## src/rtl/tdc_seq_pkg.sv

```systemverilog
// Shared definitions for the TDC sequencer: state encoding, fixed command-ROM
// map and the transaction-boundary rule.
package tdc_seq_pkg;

  localparam int ADDR_W = 6;
  localparam int RES_W  = 24;

  localparam logic [ADDR_W-1:0] CFG_LAST    = 6'd17;
  localparam logic [ADDR_W-1:0] TRIG_ADDR   = 6'd18;
  localparam logic [ADDR_W-1:0] TRIG_LAST   = 6'd19;
  localparam logic [ADDR_W-1:0] TIME1_ADDR  = 6'd20;
  localparam logic [ADDR_W-1:0] CALIB1_ADDR = 6'd24;
  localparam logic [ADDR_W-1:0] CALIB2_ADDR = 6'd28;
  localparam logic [ADDR_W-1:0] LAST_ADDR   = 6'd31;

  typedef enum logic [2:0] {
    ST_CFG,
    ST_FETCH,
    ST_LOAD,
    ST_XFER,
    ST_GAP,
    ST_READY,
    ST_WAIT_INT,
    ST_DONE
  } state_t;

  // Writes are 2-byte pairs; reads are 4-byte groups aligned on the ROM index.
  function automatic logic is_txn_end(input logic [ADDR_W-1:0] addr);
    return (addr < TIME1_ADDR) ? addr[0] : (addr[1:0] == 2'b11);
  endfunction

endpackage

```

## src/rtl/tdc_seq_ctrl_sync2.sv

```systemverilog
// Two-flop synchronizer for the active-low TDC interrupt; idles high out of reset.
module sync2 (
  input  logic clk,
  input  logic rst_n,
  input  logic i_d,
  output logic o_q
);

  logic [1:0] r_sync;

  always_ff @(posedge clk or negedge rst_n) begin
    if (!rst_n) begin
      r_sync <= 2'b11;
    end else begin
      r_sync <= {r_sync[0], i_d};
    end
  end

  assign o_q = r_sync[1];

endmodule

```

## src/rtl/tdc_seq_ctrl.sv

```systemverilog
// Sequencer between the TDC command ROM and a byte-level SPI master: configures
// the TDC after reset, then runs trigger / wait-for-interrupt / readback on start.
module tdc_seq_ctrl
  import tdc_seq_pkg::*;
#(
  parameter int INT_TIMEOUT = 50000,
  parameter int CS_GAP      = 4
) (
  input  logic              clk,
  input  logic              rst_n,
  input  logic              start,
  output logic [ADDR_W-1:0] rom_addr,
  input  logic [7:0]        rom_data,
  output logic              spi_start,
  output logic [7:0]        spi_tx,
  input  logic              spi_done,
  input  logic [7:0]        spi_rx,
  output logic              tdc_csn,
  input  logic              tdc_intb,
  output logic              cfg_done,
  output logic              busy,
  output logic              meas_valid,
  output logic              timeout,
  output logic [RES_W-1:0]  time1,
  output logic [RES_W-1:0]  calib1,
  output logic [RES_W-1:0]  calib2
);

  localparam int TO_W  = $clog2(INT_TIMEOUT + 1);
  localparam int GAP_W = $clog2(CS_GAP + 1);
  localparam logic [TO_W-1:0]  TO_LAST  = TO_W'(INT_TIMEOUT - 1);
  localparam logic [GAP_W-1:0] GAP_LAST = GAP_W'(CS_GAP - 1);

  state_t              r_state;
  logic [ADDR_W-1:0]   r_rom_addr;
  logic                r_spi_start;
  logic [7:0]          r_spi_tx;
  logic                r_csn;
  logic                r_cfg_done;
  logic                r_busy;
  logic                r_meas_valid;
  logic                r_timeout;
  logic [GAP_W-1:0]    r_gap_cnt;
  logic [TO_W-1:0]     r_to_cnt;

  logic                w_intb_sync;
  logic                w_gap_last;
  logic                w_cap;
  logic                w_commit;
  logic [1:0]          w_lane;
  logic [2:0][RES_W-1:0] w_result;

  sync2 u_sync_intb (
    .clk   (clk),
    .rst_n (rst_n),
    .i_d   (tdc_intb),
    .o_q   (w_intb_sync)
  );

  assign w_gap_last = (r_state == ST_GAP) && (r_gap_cnt == GAP_LAST);
  assign w_commit   = w_gap_last && (r_rom_addr == LAST_ADDR);
  assign w_lane     = (r_rom_addr < CALIB1_ADDR) ? 2'd0 :
                      (r_rom_addr < CALIB2_ADDR) ? 2'd1 : 2'd2;
  // Byte 0 of each read group is the command echo and is never captured.
  assign w_cap      = (r_state == ST_XFER) && spi_done &&
                      (r_rom_addr >= TIME1_ADDR) && (r_rom_addr[1:0] != 2'd0);

  always_ff @(posedge clk or negedge rst_n) begin
    if (!rst_n) begin
      r_state      <= ST_CFG;
      r_rom_addr   <= '0;
      r_spi_start  <= 1'b0;
      r_spi_tx     <= '0;
      r_csn        <= 1'b1;
      r_cfg_done   <= 1'b0;
      r_busy       <= 1'b0;
      r_meas_valid <= 1'b0;
      r_timeout    <= 1'b0;
      r_gap_cnt    <= '0;
      r_to_cnt     <= '0;
    end else begin
      r_spi_start  <= 1'b0;
      r_meas_valid <= 1'b0;
      r_timeout    <= 1'b0;
      case (r_state)
        ST_CFG: begin
          r_rom_addr <= '0;
          r_csn      <= 1'b0;
          r_busy     <= 1'b1;
          r_state    <= ST_FETCH;
        end
        ST_FETCH: begin
          r_state <= ST_LOAD;
        end
        ST_LOAD: begin
          r_spi_tx    <= rom_data;
          r_spi_start <= 1'b1;
          r_state     <= ST_XFER;
        end
        ST_XFER: begin
          if (spi_done) begin
            if (is_txn_end(r_rom_addr)) begin
              r_csn     <= 1'b1;
              r_gap_cnt <= '0;
              r_state   <= ST_GAP;
            end else begin
              r_rom_addr <= r_rom_addr + 6'd1;
              r_state    <= ST_FETCH;
            end
          end
        end
        ST_GAP: begin
          if (w_gap_last) begin
            // The address of the finished transaction decides which phase follows.
            if (r_rom_addr == CFG_LAST) begin
              r_cfg_done <= 1'b1;
              r_busy     <= 1'b0;
              r_state    <= ST_READY;
            end else if (r_rom_addr == TRIG_LAST) begin
              r_to_cnt <= '0;
              r_state  <= ST_WAIT_INT;
            end else if (r_rom_addr == LAST_ADDR) begin
              r_meas_valid <= 1'b1;
              r_state      <= ST_DONE;
            end else begin
              r_rom_addr <= r_rom_addr + 6'd1;
              r_csn      <= 1'b0;
              r_state    <= ST_FETCH;
            end
          end else begin
            r_gap_cnt <= r_gap_cnt + GAP_W'(1);
          end
        end
        ST_READY: begin
          if (start) begin
            r_rom_addr <= TRIG_ADDR;
            r_csn      <= 1'b0;
            r_busy     <= 1'b1;
            r_state    <= ST_FETCH;
          end
        end
        ST_WAIT_INT: begin
          if (!w_intb_sync) begin
            r_rom_addr <= TIME1_ADDR;
            r_csn      <= 1'b0;
            r_state    <= ST_FETCH;
          end else if (r_to_cnt == TO_LAST) begin
            r_timeout <= 1'b1;
            r_busy    <= 1'b0;
            r_state   <= ST_READY;
          end else begin
            r_to_cnt <= r_to_cnt + TO_W'(1);
          end
        end
        ST_DONE: begin
          r_busy  <= 1'b0;
          r_state <= ST_READY;
        end
        default: begin
          r_state <= ST_CFG;
        end
      endcase
    end
  end

  // One shadow/result lane per read: 0 = TIME1, 1 = CALIB1, 2 = CALIB2.
  genvar gi;
  generate
    for (gi = 0; gi < 3; gi++) begin : g_lane
      logic [RES_W-1:0] r_shadow;
      logic [RES_W-1:0] r_result;

      always_ff @(posedge clk or negedge rst_n) begin
        if (!rst_n) begin
          r_shadow <= '0;
          r_result <= '0;
        end else begin
          if (w_cap && (w_lane == 2'(gi))) begin
            case (r_rom_addr[1:0])
              2'd1:    r_shadow[23:16] <= spi_rx;
              2'd2:    r_shadow[15:8]  <= spi_rx;
              2'd3:    r_shadow[7:0]   <= spi_rx;
              default: r_shadow        <= r_shadow;
            endcase
          end
          if (w_commit) begin
            r_result <= r_shadow;
          end
        end
      end

      assign w_result[gi] = r_result;
    end
  endgenerate

  assign rom_addr   = r_rom_addr;
  assign spi_start  = r_spi_start;
  assign spi_tx     = r_spi_tx;
  assign tdc_csn    = r_csn;
  assign cfg_done   = r_cfg_done;
  assign busy       = r_busy;
  assign meas_valid = r_meas_valid;
  assign timeout    = r_timeout;
  assign time1      = w_result[0];
  assign calib1     = w_result[1];
  assign calib2     = w_result[2];

endmodule

```

## config.mk

```make
export PLATFORM = sky130hd
export DESIGN_NAME = tdc_seq_ctrl
export DESIGN_NICKNAME = d
export VERILOG_FILES = /design/src/rtl/tdc_seq_pkg.sv /design/src/rtl/tdc_seq_ctrl_sync2.sv /design/src/rtl/tdc_seq_ctrl.sv
export SDC_FILE = /design/constraint.sdc
export NUM_CORES = 1
export LEC_CHECK = 0
export ABC_CLOCK_PERIOD_IN_PS = 2200
export CELL_PAD_IN_SITES_DETAIL_PLACEMENT = 1
export CELL_PAD_IN_SITES_GLOBAL_PLACEMENT = 1
export CORE_MARGIN = 4
export CORE_UTILIZATION = 40
export CTS_CLUSTER_SIZE = 25
export DETAILED_ROUTE_END_ITERATION = 10
export PLACE_DENSITY_LB_ADDON = 0.05
export RECOVER_POWER = 100
export SLEW_MARGIN = 20
export SYNTH_ARGS = -nofsm -noshare
export SYNTH_HDL_FRONTEND = slang
export SYNTH_HIERARCHICAL = 1
export SYNTH_SLANG_ARGS = --single-unit
```

## constraint.sdc

```tcl
create_clock -name clk -period 2.2 [get_ports clk]
set_clock_uncertainty 0.15 [all_clocks]
set_input_delay 0.66 -clock clk [delete_from_list [all_inputs] [get_ports clk]]
set_output_delay 0.66 -clock clk [all_outputs]
set_load 0.02 [all_outputs]
```

Word level (Yosys, flattened, before mapping)
Cells that the tools add are included.
{"block": "totals", "register_bits": 188, "latchBits": 0, "mem_bits_rw": 0, "mem_bits_ro": 0, "in_bits": 21, "output_inout_bits": 92, "memories": 0}
{"block": "op_classes", "n_addsub": 3, "mul": 0, "div_mod_pow": 0, "order_cmp": 4, "n_eq_ne": 33, "shifts": 0, "mux": 56, "n_bitwise": 0, "n_reduce_logical": 31}
{"operator": "16-bit 2-to-1 mux", "count": 5}
{"operator": "6-bit 2-to-1 mux", "count": 8}
{"operator": "3-bit 2-to-1 mux", "count": 12}
{"operator": "16-bit one-hot mux with 2 select lines", "count": 1}
{"operator": "6-bit one-hot mux with 5 select lines", "count": 1}
{"operator": "3-bit one-hot mux with 8 select lines", "count": 1}
{"operator": "1-bit 2-to-1 mux", "count": 23}
{"operator": "2-bit != test (second input constant)", "count": 11}
{"operator": "6-bit by 5-bit equality test with 1-bit output (second input constant)", "count": 3}
{"operator": "6-bit by 5-bit less-than comparator with 1-bit output (second input constant)", "count": 3}
{"operator": "2-bit AND reduction", "count": 9}
{"operator": "9-bit AND reduction", "count": 2}
{"operator": "16-bit by 1-bit adder with 16-bit output (second input constant)", "count": 1}
{"operator": "16-bit equality test (second input constant)", "count": 1}
{"operator": "3-bit equality test (second input constant)", "count": 4}
{"operator": "6-bit AND reduction", "count": 2}
{"operator": "1-bit one-hot mux with 5 select lines", "count": 2}
{"operator": "5-bit nonzero test", "count": 2}
{"operator": "3-bit by 2-bit equality test with 1-bit output (second input constant)", "count": 3}
{"operator": "1-bit logical AND", "count": 8}
{"operator": "2-bit by 1-bit != test with 1-bit output (second input constant)", "count": 4}
{"operator": "4-bit AND reduction", "count": 2}
{"operator": "6-bit by 1-bit adder with 6-bit output (second input constant)", "count": 1}
{"operator": "2-bit equality test (second input constant)", "count": 3}
{"operator": "other kinds (11)", "count": 15}

Logic depth before layout (Yosys ltp)
Gate-level depths: netlist of the first run.
{"block": "logic_depth", "ltp_word": 6, "ltp_mapped": 8, "mapped_depth_nobuf": 7}

By module
Netlist of the first run, hierarchy kept.
{"module": "tdc_seq_ctrl", "n_inst": 1, "cells_each": 569, "area_each_um2": 7866.3, "seq_area_each_um2": 4655.7}
{"module": "sync2", "n_inst": 1, "cells_each": 2, "area_each_um2": 52.6, "seq_area_each_um2": 52.6}

Worst setup path after synthesis of the first run
Ideal clock, no wire load.
{"block": "synth_path", "path_type": "reg2reg", "start": "reg r_rom_addr[1], in the netlist rom_addr[1]", "end": "reg r_to_cnt[0]", "setup_ps": 125, "t_arrival_ps": 2156, "required_time_ps": 1925, "path_slack_ps": -231, "stages_incl_launch_ff": 8, "cell_sequence": "dfrtp_1 > inv_1 > ha_1 > clkbuf_1 > or4b_1 > nor4_4 > a21oi_2 > mux2_4"}
{"block": "synth_between", "elab_chain_len": 3}
{"element": "from (decl)", "line": "tdc_seq_ctrl.sv:35", "source": "logic [ADDR_W-1:0] r_rom_addr;"}
{"element": "from (signal assigned)", "line": "tdc_seq_ctrl.sv:107", "source": "r_rom_addr <= r_rom_addr + 6'd1;"}
{"element": "from (signal assigned)", "line": "tdc_seq_ctrl.sv:126", "source": "r_rom_addr <= r_rom_addr + 6'd1;"}
{"element": "6-bit by 5-bit equality test with 1-bit output, on equally long branches", "line": "tdc_seq_ctrl.sv:119, tdc_seq_ctrl.sv:115"}
{"element": "2-bit by 1-bit != test with 1-bit output (no source line) or 2-bit != test (tied branches)"}
{"element": "6-bit AND reduction (no source line) (*)"}
{"element": "to (signal assigned)", "line": "tdc_seq_ctrl.sv:152", "source": "r_to_cnt <= r_to_cnt + TO_W'(1);"}
{"element": "to (decl)", "line": "tdc_seq_ctrl.sv:44", "source": "logic [TO_W-1:0] r_to_cnt;"}
Every way passes the cells marked *; elsewhere a longest branch is shown, timed or not.
A chain may end at the register's enable or synchronous reset.

Final worst setup path of the first run
{"block": "layout_path", "start": "reg r_rom_addr[1], in the netlist rom_addr[1]", "end": "reg r_to_cnt[6]"}
Same word-level chain as after synthesis.

==> results of run 1 <==
-- logic make-up (layout without fill, tap and decap cells) --
kind of cell | after synthesis | in the layout
buffers and inverters | 33 | 247
AO/OA/AOI/OAI | 56 | 57
flip-flops | 188 | 188
multiplexers | 157 | 157
XOR/XNOR | 8 | 8
AND/OR/NAND/NOR | 121 | 121
adder cells (fa/ha/maj) | 8 | 8
-- path summary, 6_finish.rpt --
| check | depth (start not counted) | from | to |
|---|---|---|---|
| max in group asynchronous | 3 | rst_n | g_lane[1].r_shadow[23] |
| setup / recovery | 8 | rom_addr[1] | r_to_cnt[6] |
| min in group asynchronous | 2 | rst_n | r_to_cnt[7] |
| hold / removal | 0 | u_sync_intb/r_sync[0] | u_sync_intb/r_sync[1] |
| hold reg to reg | 0 | u_sync_intb/r_sync[0] | u_sync_intb/r_sync[1] |
| setup reg to reg | 8 | rom_addr[1] | r_to_cnt[6] |
-- placed cells by master (no fill, tap or decap), types with 3 or more instances in the layout --
cell	instances
ha_2	4
inv_8	5
nor3_2	3
o211ai_1	4
dfrtp_1	179
ha_1	4
nand2_1	21
buf_12	11
mux2_1	3
xor2_1	8
or3_1	3
nor2_1	27
and3_1	5
nand2b_1	5
o21ai_1	7
dlygate4sd2_1	86
nand4_1	8
dfstp_2	3
nor3_1	6
inv_6	5
a21oi_1	7
nand3_1	8
a31oi_1	6
buf_6	6
buf_4	72
and3b_1	3
dfrtp_2	6
and2_1	7
mux2_4	55
inv_1	6
clkdlybuf4s50_1	17
o21ai_0	10
clkbuf_16	23
mux2_2	98
dlymetal6s2s_1	4
-- flip-flops by register name, indices dropped and copies added, names as in the netlist --
register,count
r_state,3
rom_addr,6
r_gap_cnt,3
spi_tx,8
cfg_done,1
tdc_csn,1
g_lane.r_shadow,72
busy,1
r_to_cnt,16
u_sync_intb/r_sync,2
time1,24
calib1,24
spi_start,1
meas_valid,1
timeout,1
calib2,24
-- layout make-up --
cell class | count | area (sq um)
clock buffers | 17 | 425
multi-input cells | 351 | 3320
well taps | 265 | 332
fillers | 1936 | 8480
clock inverters | 15 | 161
repair buffers | 208 | 2000
flip-flops and latches | 188 | 4720
inverters | 7 | 26.3
-- routing by layer --
metal	GRT usage, %	vias up	part of all wire (%)
met1	25.5	2813	47
met4	5.08	0	0.92
li1	-	2470	-
met2	29.8	101	48
met3	4.05	15	3.3
met5	0	-	0
-- through the flow --
stage          power [W]  utilization [%]  setup WS, ps  instance area, sq um
4_1_cts          0.00884             53.7         -10.7                 10500
3_3_place_gp     0.00578             51.2          -462                  9960
5_1_grt          0.00933             56.4         -80.6                 11000
2_1_floorplan    0.00490                -          -137                  7930
6_report         0.00888             56.4         -7.65                 11000
3_5_place_dp     0.00584             51.2          -505                  9960
-- synth_stat cells, types with 2 or more instances --
cell type / n / share of area (%)
dfrtp_1: 185 / 58
mux2_2: 152 / 22
nor2_1: 28 / 1.3
nand2_1: 23 / 1.1
o21ai_0: 17 / 1.1
buf_6: 10 / 1.4
nand3_1: 9 / 0.57
and2_1: 8 / 0.63
clkbuf_1: 8 / 0.38
ha_1: 8 / 1.3
nand4_1: 8 / 0.63
nor3_1: 8 / 0.51
xor2_1: 8 / 0.88
a21oi_1: 7 / 0.44
buf_2: 7 / 0.44
inv_1: 7 / 0.33
a31oi_1: 6 / 0.47
and3_1: 5 / 0.40
nand2b_1: 5 / 0.40
o211ai_1: 4 / 0.38
o41ai_1: 4 / 0.44
or3_1: 4 / 0.32
and3b_1: 3 / 0.33
dfstp_2: 3 / 1.0
mux2_1: 3 / 0.43
o31ai_1: 3 / 0.28
a211o_1: 2 / 0.22
nand4b_1: 2 / 0.22
nor2b_1: 2 / 0.16
nor4bb_1: 2 / 0.25
or3b_1: 2 / 0.22
-- what timing repair did --
item | in CTS | in global routing
pin swaps | 0 | 4
gates resized for setup | 95 | 92
hold buffers | 1 | 0
setup endpoints to repair | 121 | 156
gates cloned | 0 | 7
endpoints found under the hold margin | 7 | 0
setup buffers | 0 | 10
-- report_power, final --
part	total, W	switching [W]	internal (W)	leakage, nW
registers	0.00380	0.000148	0.00366	2.57
logic	0.00202	0.00113	0.000884	2.83
clock network	0.00306	0.00152	0.00154	0.288
-- worst register-to-register path: cells and delay by family, from the launching register on --
| kind | cells | cell delay, ps |
|---|---|---|
| simple gates | 2 | 750 |
| flops | 1 | 420 |
| compound gates | 3 | 350 |
| buf+inv | 2 | 230 |
| fa+ha+maj | 1 | 180 |
==> results_dict.tcl, run 1 <==
set metrics [dict create \
    yosysSeqAreaShare_pct 59.5 \
    grt_pass1_wl_mm 32.1 \
    rsz0062_at_grt "true" \
    synthFlopType "dfrtp_1" \
    cts.sinks 188 \
    grt_util_all_layers_pct 18.5 \
    placed_cells 1002 \
    period_share_pct 100 \
    io_buffer_count 112 \
    cp-start-kind "flip-flop" \
    synth_compound_area_share_pct 4.80 \
    path_buf_inv 2 \
    violations "negative setup slack" \
    synth_simple_gate_area_share_pct 8.56 \
    slew_violations 0 \
    crit_chain "inv_2, ha_2, or4b_4, nor4_4, buf_4, a21oi_2, o21ai_0, o21ai_0" \
    cts_tree "done" \
    tightest_slew_ps 1100 \
    syn_nets 600 \
    finalSetupViolCount 1 \
    synth_top_family_by_area "multiplexers" \
    hold_violations 0 \
    cellLeakagePower_nw 5.69 \
    syn_inst 571 \
    n_antenna_cell 0 \
    maxCapViolations 0 \
    ir_worst_vdd_v 0.000483 \
    p_per_area_nw_per_um2 809 \
    grt_pass1_vias 5824 \
    final_cells 1051 \
    cp-end-kind "flip-flop" \
    die_h_um 149 \
    overflow 0 \
    synth-edff-count 0 \
    grt_max_degree 62 \
    die_w_um 149 \
    num_vias 5399 \
    cpPeakStageDelay_ps 520 \
    final.setup.tns_ps -7.65 \
    ant_nets 0 \
    crit_family "simple AND/OR/NAND/NOR gates" \
    syn_area_per_cell_sq_um 13.9 \
    area_growth_syn_to_layout_pct 38.6 \
    hpwl_mm 13.8 \
    fmax_ghz 0.453 \
    numCtsBuffers 17 \
    period_minus_slack_ps 2210 \
    synthXorXnorAreaFrac_pct 0.885 \
    hp-class "flip-flop to flip-flop" \
    rrSetupSlack_ps -8 \
    wl_per_cell_um 20.1 \
    final_layout_size_suffix_gt1_share_pct 41.0 \
    slew_headroom_pct 26.8 \
    ctsHtreeMaxLevel 4 \
    cts_root_buf "clkbuf_16" \
    hold_ws_ps 209 \
    crit_slowest_cell "or4b_4" \
    final_nets 802 \
    ys_types 59 \
    crit_path_frequent_cell "o21ai_0" \
    async_flop_share_pct 100 \
    io_pins 113 \
    drc_errors 0 \
    ys_ff_latch 188 \
    dieArea_sq_um 22100 \
    start_util_pct 40.7 \
    drt-total-wl_mm 21.1 \
    antenna_found_initial 0 \
    synthAdderAreaFrac_pct 1.26 \
    crit_type "flip-flop to flip-flop" \
    syn_area_sq_um 7920 \
    vias_per_cell 5.14 \
    clockBufferDepth 2 \
    layout_setup_ws_ps -7.65 \
    cp_max_fo 5 \
    required_ps 2360 \
    clock_latency_ps 430 \
    row_count 51 \
    core-area_sq_um 19500 \
    clk_pin_slew_ps 70 \
    muxShareOfSynthArea_pct 22.4 \
    critical_path_arrival_ps 2370 \
    gp_congestion 0.841 \
    drt_iter0_markers 178 \
    outcome "complete, but fails checks" \
    dr.pass1.iters 4 \
    yosys_warnings 6 \
]
Power figures use the tool's default switching activity.
==> inputs of run 2 (changes only) <==
Settings changed: ABC_AREA set to 1, CORE_UTILIZATION 40 to 37.
==> results_dict.tcl, run 2 <==
set metrics [dict create \
    whs_endpoint "u_sync_intb/r_sync[1]" \
    ys_top_cells_by_count "nand2_1, dfrtp_1, inv_1" \
    nFillCells 2564 \
    cp-end-kind "output pin" \
    tightest_slew_ps 1470 \
    final_cells 1364 \
    clock_latency_ps 430 \
    ir_worst_vdd_v 0.000547 \
    holdBufCountCts 0 \
    largest_reg_flops 72 \
    hold_ws_ps 209 \
    seqCellArea_sq_um 4710 \
    multi_input_area_sq_um 2940 \
    yosys_warnings 6 \
    rr_startpoint "rom_addr[0]" \
    finalSetupViolCount 0 \
    hold_violations 0 \
    syn_area_per_cell_sq_um 8.63 \
    slew_violations 0 \
    r2r_cells 9 \
    grt_pass1_vias 6693 \
    n_antenna_cell 0 \
    crit_type "flip-flop to output pin" \
    yosys.area.top_type "dfrtp_1" \
    vias_per_cell 4.75 \
    required_ps 1390 \
    io_pins 113 \
    period_share_pct 96.1 \
    drc_errors 0 \
    final_nets 1105 \
    regMostFlops "g_lane.r_shadow" \
    synthTopCellsByArea "dfrtp_1, nand2_1, o21ai_1" \
    row_count 53 \
    syn_inst 934 \
    grt_max_degree 73 \
    num_vias 6483 \
    drt-total-wl_mm 21.5 \
    post_cts_buffers 0 \
    place_area_sq_um 9730 \
    die_h_um 156 \
    ant_nets 0 \
    synth_top_family_by_area "simple AND/OR/NAND/NOR gates" \
    fmax_ghz 0.473 \
    start_util_pct 38.0 \
    slew_headroom_pct 1.70 \
    maxCapViolations 0 \
    syn_nets 963 \
    numCtsBuffers 17 \
    synth_most_common_cell "nand2_1" \
    yosysSeqAreaShare_pct 58.4 \
    area_growth_syn_to_layout_pct 27.0 \
    synthFlopType "dfrtp_1" \
    crit_slowest_cell "dfstp_2" \
    overflow 0 \
    path_buf_inv 1 \
    cts.sinks 188 \
    die_w_um 156 \
    cp_max_fo 2 \
    drt_iter0_markers 276 \
    min_path_cells 0 \
    wl_per_cell_um 15.8 \
    cp-start-kind "flip-flop" \
    outcome "completed" \
    synth_simple_gate_area_share_pct 27.2 \
    critical_path_arrival_ps 1300 \
    ys_ff_latch 188 \
    antenna_found_initial 0 \
    cellLeakagePower_nw 5.53 \
    final_common_cell "nand2_1" \
    rrSetupSlack_ps 130 \
    clk_pin_slew_ps 80 \
    ys_types 28 \
    dieArea_sq_um 24200 \
    period_minus_slack_ps 2110 \
    final.setup.tns_ps 0 \
    hp-class "flip-flop to flip-flop" \
    cts_root_buf "clkbuf_16" \
    dr.pass1.iters 4 \
    final_layout_size_suffix_gt1_share_pct 9.55 \
    synth.top_cell.area_share_pct 57.4 \
    p_per_area_nw_per_um2 850 \
    synthXorXnorAreaFrac_pct 0.543 \
    synth-edff-count 0 \
    gp_congestion 0.792 \
    core-area_sq_um 21200 \
    io_buffer_count 112 \
    crit_family "flip-flops" \
    crit_chain "dlygate4sd2_1" \
    final_cell_mix "nand2_1, dfrtp_1, dlygate4sd2_1" \
    min_from "u_sync_intb/r_sync[0]" \
    syn_area_sq_um 8060 \
    cts_tree "done" \
    clockBufferDepth 2 \
    hpwl_mm 15.2 \
    cpPeakStageDelay_ps 540 \
    grt_pass1_wl_mm 35.8 \
    timing.rr.end "time1[20]" \
    synth_compound_area_share_pct 7.17 \
    async_flop_share_pct 100 \
    synthAdderAreaFrac_pct 1.24 \
    ctsHtreeMaxLevel 4 \
    layout_setup_ws_ps 86.1 \
    placed_cells 1332 \
    muxShareOfSynthArea_pct 0 \
    design_area_sq_um 10200 \
    pre_cts_ws_ps -304 \
    rsz0062_at_grt "true" \
    grt_util_all_layers_pct 18.4 \
]
-- run 2: metrics by stage --
step / utilization (%) / power, W
after floorplan: - / 0.00489
after global placement: 45.8 / 0.00567
after detailed placement: 45.8 / 0.00570
after CTS: 48.2 / 0.00884
after global routing: 48.3 / 0.00924
final: 48.3 / 0.00871
-- run 2: cell type report --
cell class	count	area share, %
clock buffers	17	4.15
clock inverters	15	1.91
inverters	53	1.94
multi-input cells	662	28.7
flip-flops and latches	188	46.0
well taps	275	3.36
repair buffers	154	14.0
-- run 2: logic make-up (layout without fill, tap and decap cells) --
logic type               after synthesis  in the layout
buffers and inverters                 84            239
flip-flops                           188            188
XOR/XNOR                               5              5
adder cells (fa/ha/maj)                8              8
AO/OA/AOI/OAI                        109            109
AND/OR/NAND/NOR                      540            540
-- run 2: power breakdown --
group          leakage [nW]  internal (W)  switching [W]
Combinational          2.63      0.000595        0.00114
Clock                 0.303       0.00165        0.00152
Sequential             2.59       0.00364       0.000166
-- run 2: how the worst max path moves through the flow --
stage,start,end,cells after the start
6_report,tdc_csn,tdc_csn,1
5_1_grt,rom_addr[1],g_lane[1].r_shadow[1],9
4_1_cts,meas_valid,meas_valid,1
3_5_place_dp,spi_done,g_lane[1].r_shadow[1],8
3_3_place_gp,spi_done,g_lane[1].r_shadow[7],8
2_1_floorplan,rom_addr[0],calib1[12],9
-- run 2: timing repair --
item,in CTS,in global routing
hold endpoints to repair,0,0
resized for setup,88,8
endpoints found under the setup margin,88,24
-- run 2: routing by layer --
| metal | vias to the layer above | part of all wire [%] | GRT usage [%] |
|---|---|---|---|
| met5 | - | 0 | 0 |
| met4 | 0 | 0.56 | 3.25 |
| met3 | 7 | 2.4 | 3.11 |
| met2 | 68 | 51 | 32.1 |
| met1 | 3170 | 46 | 24.5 |
| li1 | 3238 | - | - |
